<file path="config.mk">
export PLATFORM = sky130hd
export DESIGN_NAME = xnor_match_acc
export DESIGN_NICKNAME = d
export VERILOG_FILES = /design/src/rtl/xnor_match_pkg.sv /design/src/rtl/popcount_tree.sv /design/src/rtl/xnor_match_acc.sv
export SDC_FILE = /design/constraint.sdc
export NUM_CORES = 1
export LEC_CHECK = 0
export CORE_UTILIZATION = 49
export CTS_BUF_LIST = sky130_fd_sc_hd__clkbuf_4 sky130_fd_sc_hd__clkbuf_8
export DETAILED_ROUTE_END_ITERATION = 10
export PLACE_DENSITY = 0.82
export SLEW_MARGIN = 25
export SYNTH_ARGS = -nofsm -noshare
export SYNTH_HDL_FRONTEND = slang
export SYNTH_SLANG_ARGS = --single-unit
</file>
<file path="constraint.sdc">
create_clock -name clk -period 2.3 [get_ports clk]
set_clock_uncertainty 0.2 [all_clocks]
set_input_delay 0.46 -clock clk [delete_from_list [all_inputs] [get_ports clk]]
set_output_delay 0.46 -clock clk [all_outputs]
set_load 0.02 [all_outputs]
</file>
<file path="src/rtl/xnor_match_pkg.sv">
// Shared types and helpers for the XNOR match accumulator.
//   state_e  : frame FSM states (DRAIN only with XNOR_MATCH_ACC_PIPE_EN)
//   sumw_f   : width of a frame sum that cannot overflow
//   pcw_f    : width of a single-word popcount
// Build option: XNOR_MATCH_ACC_PIPE_EN adds the drain state used by the
// registered-popcount variant.
package xnor_match_pkg;

`ifdef XNOR_MATCH_ACC_PIPE_EN
   typedef enum logic [1:0] {
      StAccum = 2'd0,
      StHold  = 2'd1,
      StDrain = 2'd2
   } state_e;
`else
   typedef enum logic [1:0] {
      StAccum = 2'd0,
      StHold  = 2'd1
   } state_e;
`endif

   function automatic int unsigned sumw_f(input int unsigned width,
                                          input int unsigned frame_len);
      return $clog2(width * frame_len + 1);
   endfunction

   function automatic int unsigned pcw_f(input int unsigned width);
      return $clog2(width + 1);
   endfunction

endpackage

</file>
<file path="src/rtl/popcount_tree.sv">
// Combinational popcount built as a balanced binary adder tree.
//   WIDTH   : number of input bits
//   bits_i  : input vector
//   count_o : number of set bits in bits_i
// Leaves are padded with zeros up to the next power of two.
module popcount_tree
   import xnor_match_pkg::*;
#(
   parameter int unsigned WIDTH = 8
) (
   input  logic [WIDTH-1:0]          bits_i,
   output logic [pcw_f(WIDTH)-1:0]   count_o
);

   localparam int unsigned PCW    = pcw_f(WIDTH);
   localparam int unsigned LEVELS = $clog2(WIDTH);
   localparam int unsigned LEAVES = 1 << LEVELS;

   for (genvar l = 0; l <= LEVELS; l++) begin : g_lvl
      localparam int unsigned CNT = LEAVES >> l;
      logic [PCW-1:0] s [CNT];
      for (genvar i = 0; i < CNT; i++) begin : g_node
         if (l == 0) begin : g_leaf
            if (i < WIDTH) begin : g_bit
               assign s[i] = PCW'(bits_i[i]);
            end else begin : g_pad
               assign s[i] = '0;
            end
         end else begin : g_add
            assign s[i] = g_lvl[l-1].s[2*i] + g_lvl[l-1].s[2*i+1];
         end
      end
   end

   assign count_o = g_lvl[LEVELS].s[0];

endmodule

</file>
<file path="src/rtl/xnor_match_acc.sv">
// Frame-level match accumulator fed by an XNOR stage.
// Sums the popcount of FRAME_LEN accepted words, then holds the frame total
// and a threshold flag until the consumer takes it.
//   clk, rst_n          : clock, asynchronous active-low reset
//   clear               : synchronous frame abort, highest priority
//   in_valid/in_ready   : word handshake, in_bits = XNOR vector (1 = match)
//   out_valid/out_ready : result handshake
//   out_sum, out_match  : frame total and (out_sum >= THRESH)
// Build option: XNOR_MATCH_ACC_PIPE_EN registers the popcount (with valid and
// last flags) ahead of the adder; a drain state closes each frame.
module xnor_match_acc
   import xnor_match_pkg::*;
#(
   parameter int unsigned WIDTH     = 8,
   parameter int unsigned FRAME_LEN = 16,
   parameter int unsigned THRESH    = 96
) (
   input  logic                                clk,
   input  logic                                rst_n,
   input  logic                                clear,
   input  logic                                in_valid,
   output logic                                in_ready,
   input  logic [WIDTH-1:0]                    in_bits,
   output logic                                out_valid,
   input  logic                                out_ready,
   output logic [sumw_f(WIDTH, FRAME_LEN)-1:0] out_sum,
   output logic                                out_match
);

   localparam int unsigned SUMW = sumw_f(WIDTH, FRAME_LEN);
   localparam int unsigned PCW  = pcw_f(WIDTH);
   localparam int unsigned WCW  = $clog2(FRAME_LEN);

   state_e          state_q, state_d;
   logic [SUMW-1:0] sum_q, sum_d;
   logic [WCW-1:0]  wcnt_q, wcnt_d;
   logic [SUMW-1:0] out_sum_q, out_sum_d;
   logic            out_match_q, out_match_d;

   logic [PCW-1:0]  pc;
   logic            accept;
   logic            is_last;
   logic            add_en;
   logic            add_last;
   logic [PCW-1:0]  add_val;
   logic [SUMW-1:0] sum_new;

   popcount_tree #(
      .WIDTH (WIDTH)
   ) u_popcount (
      .bits_i  (in_bits),
      .count_o (pc)
   );

   // clear discards a word offered in the same cycle
   assign accept  = in_valid & in_ready & ~clear;
   assign is_last = (wcnt_q == WCW'(FRAME_LEN - 1));

`ifdef XNOR_MATCH_ACC_PIPE_EN
   logic           pv_q, pv_d;
   logic           plast_q, plast_d;
   logic [PCW-1:0] pc_q, pc_d;

   // accept already excludes clear, so a clear flushes the stage
   always_comb begin
      pv_d    = accept;
      plast_d = accept & is_last;
      pc_d    = pc;
   end

   always_ff @(posedge clk or negedge rst_n) begin
      if (!rst_n) begin
         pv_q    <= 1'b0;
         plast_q <= 1'b0;
         pc_q    <= '0;
      end else begin
         pv_q    <= pv_d;
         plast_q <= plast_d;
         pc_q    <= pc_d;
      end
   end

   assign add_en   = pv_q;
   assign add_last = plast_q;
   assign add_val  = pc_q;
`else
   assign add_en   = accept;
   assign add_last = is_last;
   assign add_val  = pc;
`endif

   assign sum_new = sum_q + SUMW'(add_val);

   // State register
   always_ff @(posedge clk or negedge rst_n) begin
      if (!rst_n) begin
         state_q     <= StAccum;
         sum_q       <= '0;
         wcnt_q      <= '0;
         out_sum_q   <= '0;
         out_match_q <= 1'b0;
      end else begin
         state_q     <= state_d;
         sum_q       <= sum_d;
         wcnt_q      <= wcnt_d;
         out_sum_q   <= out_sum_d;
         out_match_q <= out_match_d;
      end
   end

   // Next-state logic
   always_comb begin
      state_d     = state_q;
      sum_d       = sum_q;
      wcnt_d      = wcnt_q;
      out_sum_d   = out_sum_q;
      out_match_d = out_match_q;

      if (clear) begin
         state_d = StAccum;
         sum_d   = '0;
         wcnt_d  = '0;
      end else begin
         if (accept) begin
            wcnt_d = is_last ? '0 : wcnt_q + 1'b1;
         end

         if (add_en) begin
            if (add_last) begin
               sum_d       = '0;
               out_sum_d   = sum_new;
               out_match_d = (32'(sum_new) >= THRESH);
            end else begin
               sum_d = sum_new;
            end
         end

         unique case (state_q)
            StAccum: begin
               if (accept && is_last) begin
`ifdef XNOR_MATCH_ACC_PIPE_EN
                  state_d = StDrain;
`else
                  state_d = StHold;
`endif
               end
            end
`ifdef XNOR_MATCH_ACC_PIPE_EN
            // last popcount is in the stage register; it lands next edge
            StDrain: state_d = StHold;
`endif
            StHold: begin
               if (out_ready) begin
                  state_d = StAccum;
               end
            end
            default: state_d = StAccum;
         endcase
      end
   end

   // Outputs; in_ready is gated by rst_n so it reads 0 throughout reset
   always_comb begin
      in_ready  = rst_n & (state_q == StAccum);
      out_valid = (state_q == StHold);
      out_sum   = out_sum_q;
      out_match = out_match_q;
   end

endmodule

</file>
Yosys cells after proc, flatten, opt, wreduce, memory -nomap -nowiden

Index checks and enable logic that the tools add are counted.

Reductions and logical operators: 5
$add $sub $neg: 9
Order comparisons: 1
Muxes and demuxes: 10
Bitwise gates (word level): 4
Equality and inequality tests: 4

Operators by type and width:

| cell                                                                                 | count |
|---|---|
| 8-bit 2-to-1 mux                                                                     | 3 |
| 4-bit adder                                                                          | 3 |
| 4-bit 2-to-1 mux                                                                     | 3 |
| 1-bit by 1-bit adder with 2-bit output                                               | 4 |
| 8-bit by 4-bit adder with 8-bit output                                               | 1 |
| 8-bit by 7-bit greater-or-equal comparator with 1-bit output (second input constant) | 1 |
| 2-bit 2-to-1 mux                                                                     | 3 |
| 4-bit by 1-bit adder with 4-bit output (second input constant)                       | 1 |
| 4-bit == test (second input constant)                                                | 1 |
| 2-bit one-hot mux with 2 select lines                                                | 1 |
| 1-bit AND                                                                            | 3 |
| 3-bit by 2-bit inequality test with 1-bit output (second input constant)             | 1 |
| 3-bit inequality test (second input constant)                                        | 1 |
| 3-bit AND reduction                                                                  | 1 |
| 2-bit by 1-bit == test with 1-bit output (second input constant)                     | 1 |
| 2-bit zero test                                                                      | 1 |
| 2-bit AND reduction                                                                  | 1 |
| 2-bit nonzero test                                                                   | 1 |
| 1-bit logical AND                                                                    | 1 |
| 1-bit NOT                                                                            | 1 |

Flip-flop bits (word level): 23
Output and inout bits: 11
Input port bits: 13
Logic and storage cells: 38

Logic depth before layout (Yosys ltp)

Gate-level depths: netlist of the first run.

Depth in word-level cells: 8
Gate-level depth with buffers: 15
Gate-level depth less buffers: 15

Hierarchy

A second synthesis of the first run with hierarchy kept.

Cell total of the unflattened synthesis: 126
Area total of the unflattened synthesis: 1365.1 um2

Modules (own cells, without submodules):

| module         | sequential area each (um2) | area an instance (um2) | times used | cells each |
|---|---|---|---|---|
| xnor_match_acc | 550.5                      | 1174.9                 | 1          | 102 |
| popcount_tree  | 0.0                        | 190.2                  | 1          | 24 |

Least setup slack after synthesis of the first run

No wires, ideal clock.

Path kind: input-to-reg
Start point: input in_bits[6]
End point: register out_match_q (netlist: out_match)
Buffers on the path: 0
Data arrival time: 3586 ps
Path slack: -1610 ps
Required time: 1976 ps
Library setup time: 124 ps
Cell stages on the path: 15
Cell sequence: ha_1 fa_1 inv_1 fa_1 inv_1 ha_1 inv_1 fa_1 inv_1 ha_1 a21o_2 a32oi_2 xor2_1 nor2_1 o31a_1

Word-level cells in the longest chain between the ends: 5

Ends and longest elaborated chain:

| what                                                         | RTL line              | RTL |
|---|---|---|
| start, declared                                              | xnor_match_acc.sv:23  | `input logic [WIDTH-1:0] in_bits,` |
| 1-bit by 1-bit adder with 2-bit output                       | popcount_tree.sv:30   | `assign s[i] = g_lvl[l-1].s[2*i] + g_lvl[l-1].s[2*i+1];` |
| 4-bit adder (2 in a row)                                     | popcount_tree.sv:30   |  |
| 8-bit by 4-bit adder with 8-bit output                       | xnor_match_acc.sv:92  | `assign sum_new = sum_q + SUMW'(add_val);` |
| 8-bit by 7-bit greater-or-equal comparator with 1-bit output | xnor_match_acc.sv:132 | `out_match_d = (32'(sum_new) >= THRESH);` |
| end signal, assigned                                         | xnor_match_acc.sv:107 | `out_match_q <= out_match_d;` |
| end, declared                                                | xnor_match_acc.sv:38  | `logic out_match_q, out_match_d;` |

No other way between the ends.
A chain may end at the register's enable or synchronous reset.

Worst setup path in the final report of the first run

Start point: input in_bits[2]
End point: register out_match_q (netlist: out_match)

Same word-level chain as after synthesis.

==> results.yml, run 1 <==
logic_synthesis:
  yosysWarnings: 0
  synth_seq_cells: 22
  syn-num-nets: 154
  syn_area_per_cell_um2: 10.7
  synth_seq_area_share_pct: 41.3
  yosysUniqueCellTypes: 35
  synthCells: 125
  synth-async-reset-ratio_pct: 100
  syn_area_mm2: 0.00133
  ys.flop_type: "dfrtp_1"
  synth-edff-count: 0
routing:
  viasPerCell: 5.66
  route.detailed.drc: 0
  wl_mm: 2.90
  num_vias: 1093
  drt_iter0_drc: 22
  wl_per_cell_um: 15.0
  ant_nets: 0
  drtPass1Iterations: 4
grt:
  grt_pass1_wl_mm: 4.59
  grt_pass1_vias: 1087
  grt_util_all_layers_pct: 22.1
  grt_overflow: 0
  grt_max_degree: 16
  antenna_found_initial: 0
finish:
  fin_cells: 193
  drive_above_1_share_pct: 36.8
  postLayoutCoreUtil_pct: 73.5
  areaGrowthSynthToFinish_pct: 39.0
  nNetsFinal: 193
  diodes: 0
worst_setup_path:
  cp-end-kind: "flop"
  critPathBufInv: 5
  arrival_ps: 3650
  crit_required_ps: 2310
  cp_common_cell: "inv_2"
  path_max_fanout: 4
  cp_cell_sequence: "buf_2, ha_4, inv_2, fa_2, fa_1, inv_2, ha_4, inv_2, fa_1, inv_2, ha_4, a21o_4, a32oi_2, xor2_1, nor2_1, o31a_1"
  critPathKind: "in -> reg"
  critical_path.top_delay_family: "adder cells"
  cp_slowest_cell: "fa_1"
  startpoint_type: "input pin"
  critPathMaxStageDelay_ps: 490
cts:
  clock_tree.buffer_depth: 2
  cts_root_buffer: "clkbuf_4"
  cts_tree: "done"
  cts.sinks: 22
  path_clk_slew_ps: 130
  cts_buffers: 3
  clk_latency_ps: 310
  post-cts-setup-buffer-count: 0
  htreeDepth: 1
floorplanning:
  core_mm2: 0.00252
  ios: 24
  die_area_mm2: 0.00293
  die_h_um: 54.2
  start_util_pct: 52.9
  core.rowCount: 18
  die_x_um: 54.2
run_status:
  violations: "setup timing"
  status: "finished with violations"
sta:
  setup_slack_ps: -1340
  hold_violations: 0
  clock.fmax_ghz: 0.275
  rsz0062_at_grt: "true"
  hold_ws_ps: 321
  min_period_ps: 3640
  slew_headroom_pct: 54.5
  worst_slew_pin_slew_ps: 679
  slew_violations: 0
  fin_crit_sh_pct: 158
  report.final.setup_viol: 15
  final.setup.tns_ps: -15920
hold_path:
  hold_path_class: "reg -> reg"
placement:
  dp_hpwl_mm: 2.23
  gp_congestion: 0.881
  portBuffers: 23
  pre_cts_slack_ps: -2160
  post-place-cells: 189
power_and_ir_drop:
  p_leak_nw: 0.860
  power_density_mw_per_mm2: 567
  max-vdd-ir-drop_mv: 0.551
flow_run:
  cap_violations: 0
[flip-flops by register name, indices dropped and copies added (netlist names)]
signal     count
state_q        1
wcnt_q         4
out_sum        8
out_match      1
sum_q          8
[synth_stat cells, drive strengths merged (2+ instances only)]
| cell type | count | area [um2] |
|---|---|---|
| mux2 | 5 | 56.3 |
| nor3 | 2 | 21.3 |
| a21oi | 7 | 35.0 |
| a21o | 2 | 16.3 |
| ha | 11 | 138 |
| xor2 | 2 | 17.5 |
| nor2 | 8 | 30.0 |
| nor2b | 2 | 12.5 |
| nand2 | 10 | 37.5 |
| buf | 2 | 18.8 |
| dfrtp | 22 | 551 |
| o21ai | 8 | 40.0 |
| a22o | 4 | 35.0 |
| nand3 | 2 | 10.0 |
| inv | 13 | 48.8 |
| xnor2 | 4 | 35.0 |
| and3 | 2 | 12.5 |
| fa | 5 | 100 |
[power by group]
part | switching [mW] | leakage, nW | internal [mW] | total, mW
sequential | 0.0154 | 0.305 | 0.400 | 0.415
combinational | 0.197 | 0.533 | 0.221 | 0.418
clock | 0.121 | 0.0210 | 0.0967 | 0.218
total | 0.333 | 0.860 | 0.717 | 1.05
[metrics by stage]
| step | power, mW | instance area, um2 |
|---|---|---|
| global placement | 0.760 | 1760 |
| CTS | 1.03 | 1810 |
| global route | 1.10 | 1850 |
| finish | 1.05 | 1850 |
| floorplan | 0.645 | 1390 |
| detailed placement | 0.778 | 1760 |
[cells by family (layout without fill, tap and decap cells)]
| logic type | Yosys count | count (layout) | synth area share (%) |
|---|---|---|---|
| compound gates | 28 | 28 | 15.0 |
| mux | 5 | 5 | 4.22 |
| xor+xnor | 6 | 6 | 3.94 |
| simple gates | 32 | 32 | 12.4 |
| flops | 22 | 22 | 41.3 |
| fa+ha+maj | 16 | 16 | 17.8 |
| buf+inv | 16 | 54 | 5.35 |
[path summary, 6_finish.rpt]
kind / start / endpoint / slack [ps] / depth (start not counted)
setup reg to reg: sum_q[0] / out_match / 20 / 7
hold reg to reg: out_sum[1] / out_sum[1] / 320 / 1
setup / recovery: in_bits[2] / out_match / -1340 / 16
max in group asynchronous: rst_n / sum_q[2] / 1340 / 2
min in group asynchronous: rst_n / out_sum[1] / 340 / 2
hold / removal: out_sum[1] / out_sum[1] / 320 / 1
[routing by layer]
| metal | part of all wire, % | track usage (%) |
|---|---|---|
| met1 | 41 | 26.0 |
| met2 | 54 | 40.9 |
| met3 | 4.6 | 1.98 |
| met4 | 0.97 | 8.12 |
| met5 | 0 | 0 |
[cell usage in the layout (no fill, tap or decap), types with 2 or more instances in the layout]
master / n
clkbuf_4: 3
fa_1: 4
and3_1: 2
buf_2: 3
inv_1: 6
a22o_1: 4
nor2_1: 7
xor2_1: 2
buf_6: 3
mux2_2: 4
o21ai_0: 3
xnor2_1: 2
dfrtp_1: 22
ha_4: 6
o21ai_2: 3
xnor2_2: 2
clkdlybuf4s50_1: 16
a21oi_1: 5
buf_4: 13
ha_1: 4
a21oi_2: 2
inv_2: 7
nand2_1: 10
o21ai_1: 2
[timing repair]
item,CTS,global route
endpoints found under the setup margin,18,16
hold buffers,0,0
pin swaps,21,11
gates resized for setup,42,9
[final cells by class]
cell class / count / area (um2)
multi-input cells: 87 / 846
well taps: 30 / 37.5
inverters: 13 / 48.8
flip-flops and latches: 22 / 551
repair buffers: 37 / 335
fillers: 192 / 668
clock buffers: 4 / 36.3
Power figures use the tool's default switching activity.
==> run 2: changes to the inputs <==
--- a/config.mk
+++ b/config.mk
@@ -5,6 +5,7 @@
 export SDC_FILE = /design/constraint.sdc
 export NUM_CORES = 1
 export LEC_CHECK = 0
+export CORE_MARGIN = 2
 export CORE_UTILIZATION = 49
 export CTS_BUF_LIST = sky130_fd_sc_hd__clkbuf_4 sky130_fd_sc_hd__clkbuf_8
 export DETAILED_ROUTE_END_ITERATION = 10
==> results.yml, run 2 (synthesis results as in run 1) <==
run_status:
  status: "finished with violations"
  violations: "setup timing"
cts:
  clk_latency_ps: 320
  holdBufCountCts: 0
  cts_buffers: 3
  htreeDepth: 1
  clock_tree.buffer_depth: 2
  cts.sinks: 22
  path_clk_slew_ps: 140
  cts_tree: "done"
  cts_root_buffer: "clkbuf_4"
finish:
  areaGrowthSynthToFinish_pct: 47.5
  fin_cells: 201
  diodes: 0
  drive_above_1_share_pct: 40.9
  nNetsFinal: 201
  postLayoutCoreUtil_pct: 78.0
  final_cell_area_mm2: 0.00197
  final_common_cell: "dfrtp_1"
  most-common-layout-cells: "dfrtp_1, clkdlybuf4s50_1, buf_4"
hold_path:
  hold_path_class: "in -> async"
sta:
  setup_slack_ps: -1400
  worst_slew_pin_slew_ps: 443
  min_period_ps: 3700
  slew_headroom_pct: 70.4
  hold_violations: 0
  clock.fmax_ghz: 0.270
  rsz0062_at_grt: "true"
  report.final.setup_viol: 15
  fin_crit_sh_pct: 161
  slew_violations: 0
routing:
  top_layer_used: "met4"
  wl_met1_mm: 1.40
  viasPerCell: 5.66
  num_vias: 1137
  wl_met3_um: 134
  wl_per_cell_um: 17.2
  drtPass1Iterations: 4
  drt_iter0_drc: 13
  route.detailed.drc: 0
  wl_mm: 3.46
  wl_met2_mm: 1.89
  ant_nets: 0
worst_setup_path:
  startpoint_type: "input pin"
  path_max_fanout: 4
  arrival_ps: 3720
  crit_required_ps: 2320
  cp_slowest_cell: "fa_1"
  cp-end-kind: "flop"
  rrSetupSlack_ps: -30
  critPathMaxStageDelay_ps: 550
  critPathKind: "in -> reg"
  cp_common_cell: "inv_2"
  cp_cell_sequence: "buf_6, ha_4, fa_1, inv_2, fa_1, inv_2, ha_4, inv_2, fa_1, inv_2, ha_4, nand3_2, o211ai_1, xnor2_1, nor2_1, o31a_1"
placement:
  post-place-cells: 191
  portBuffers: 23
  place_area_mm2: 0.00177
  pre_cts_slack_ps: -2240
  gp_congestion: 0.824
  dp_hpwl_mm: 2.31
power_and_ir_drop:
  max-vdd-ir-drop_mv: 0.633
  p_leak_nw: 0.909
  power_density_mw_per_mm2: 628
grt:
  grt_max_degree: 16
  grt_pass1_vias: 1234
  grt_util_all_layers_pct: 22.3
  grt_overflow: 0
  grt_pass1_wl_mm: 5.53
  antenna_found_initial: 0
floorplanning:
  core_mm2: 0.00252
  die_x_um: 56.2
  core.rowCount: 18
  ios: 24
  die_area_mm2: 0.00316
  die_h_um: 56.2
  start_util_pct: 52.9
flow_run:
  cap_violations: 0
run 2: cell types whose count changed in the layout (fill, tap and decap cells not counted), moves of 2 or more:
| cell | before | now |
|---|---|---|
| buf_4 | 13 | 15 |
| mux2_2 | 4 | 2 |
| buf_6 | 3 | 8 |
| mux2_4 | 1 | 3 |
run 2: path summary, 6_finish.rpt:
check | start | to | cells after the start
hold / removal | rst_n | sum_q[7] | 2
setup / recovery | in_bits[7] | out_match | 16
min in group clk | wcnt_q[3] | wcnt_q[3] | 1
max in group asynchronous | rst_n | sum_q[4] | 2
setup reg to reg | sum_q[0] | out_match | 7
hold reg to reg | wcnt_q[3] | wcnt_q[3] | 1
run 2: area by class of cell:
cell class                 count  area [um2]
inverter                      13        48.8
fill                         162         556
tap                           30        37.5
clock buffer                   4        36.3
sequential                    22         551
timing repair buffer          45         412
multi-input combinational     87         882
run 2: critical path, delay by kind of cell:
kind | cells | cell delay [ps]
AOI/OAI and AO/OA | 2 | 550
xor gates and xnor gates | 1 | 210
adders and majority gates | 6 | 2050
and+or+nand+nor | 2 | 160
buffers and inverters | 5 | 300
run 2: where the power goes:
part	switching, mW	internal (mW)	total (mW)	leakage, nW
Clock	0.127	0.0968	0.224	0.0210
Combinational	0.254	0.339	0.593	0.582
Sequential	0.0176	0.400	0.417	0.305
run 2: through the flow:
stage / setup TNS, ps / hold slack (ps) / power, mW
finish: -17350 / 312 / 1.23
detailed placement: -30340 / 300 / 0.792
global route: -18610 / 357 / 1.29
floorplan: -17680 / -35.6 / 0.645
global placement: -28540 / 290 / 0.766
CTS: -17520 / 319 / 1.16
run 2: metal layers:
metal / global-route usage [%] / up-vias
li1: - / 521
met1: 27.1 / 577
met2: 40.8 / 33
met3: 4.19 / 6
met4: 4.76 / 0
met5: 0 / -
run 2: repair_timing:
action,4_1_cts,5_1_grt
hold endpoints to repair,0,0
endpoints found under the setup margin,18,17
pin swaps,22,9
gates resized for setup,46,16
buffers inserted,8,3
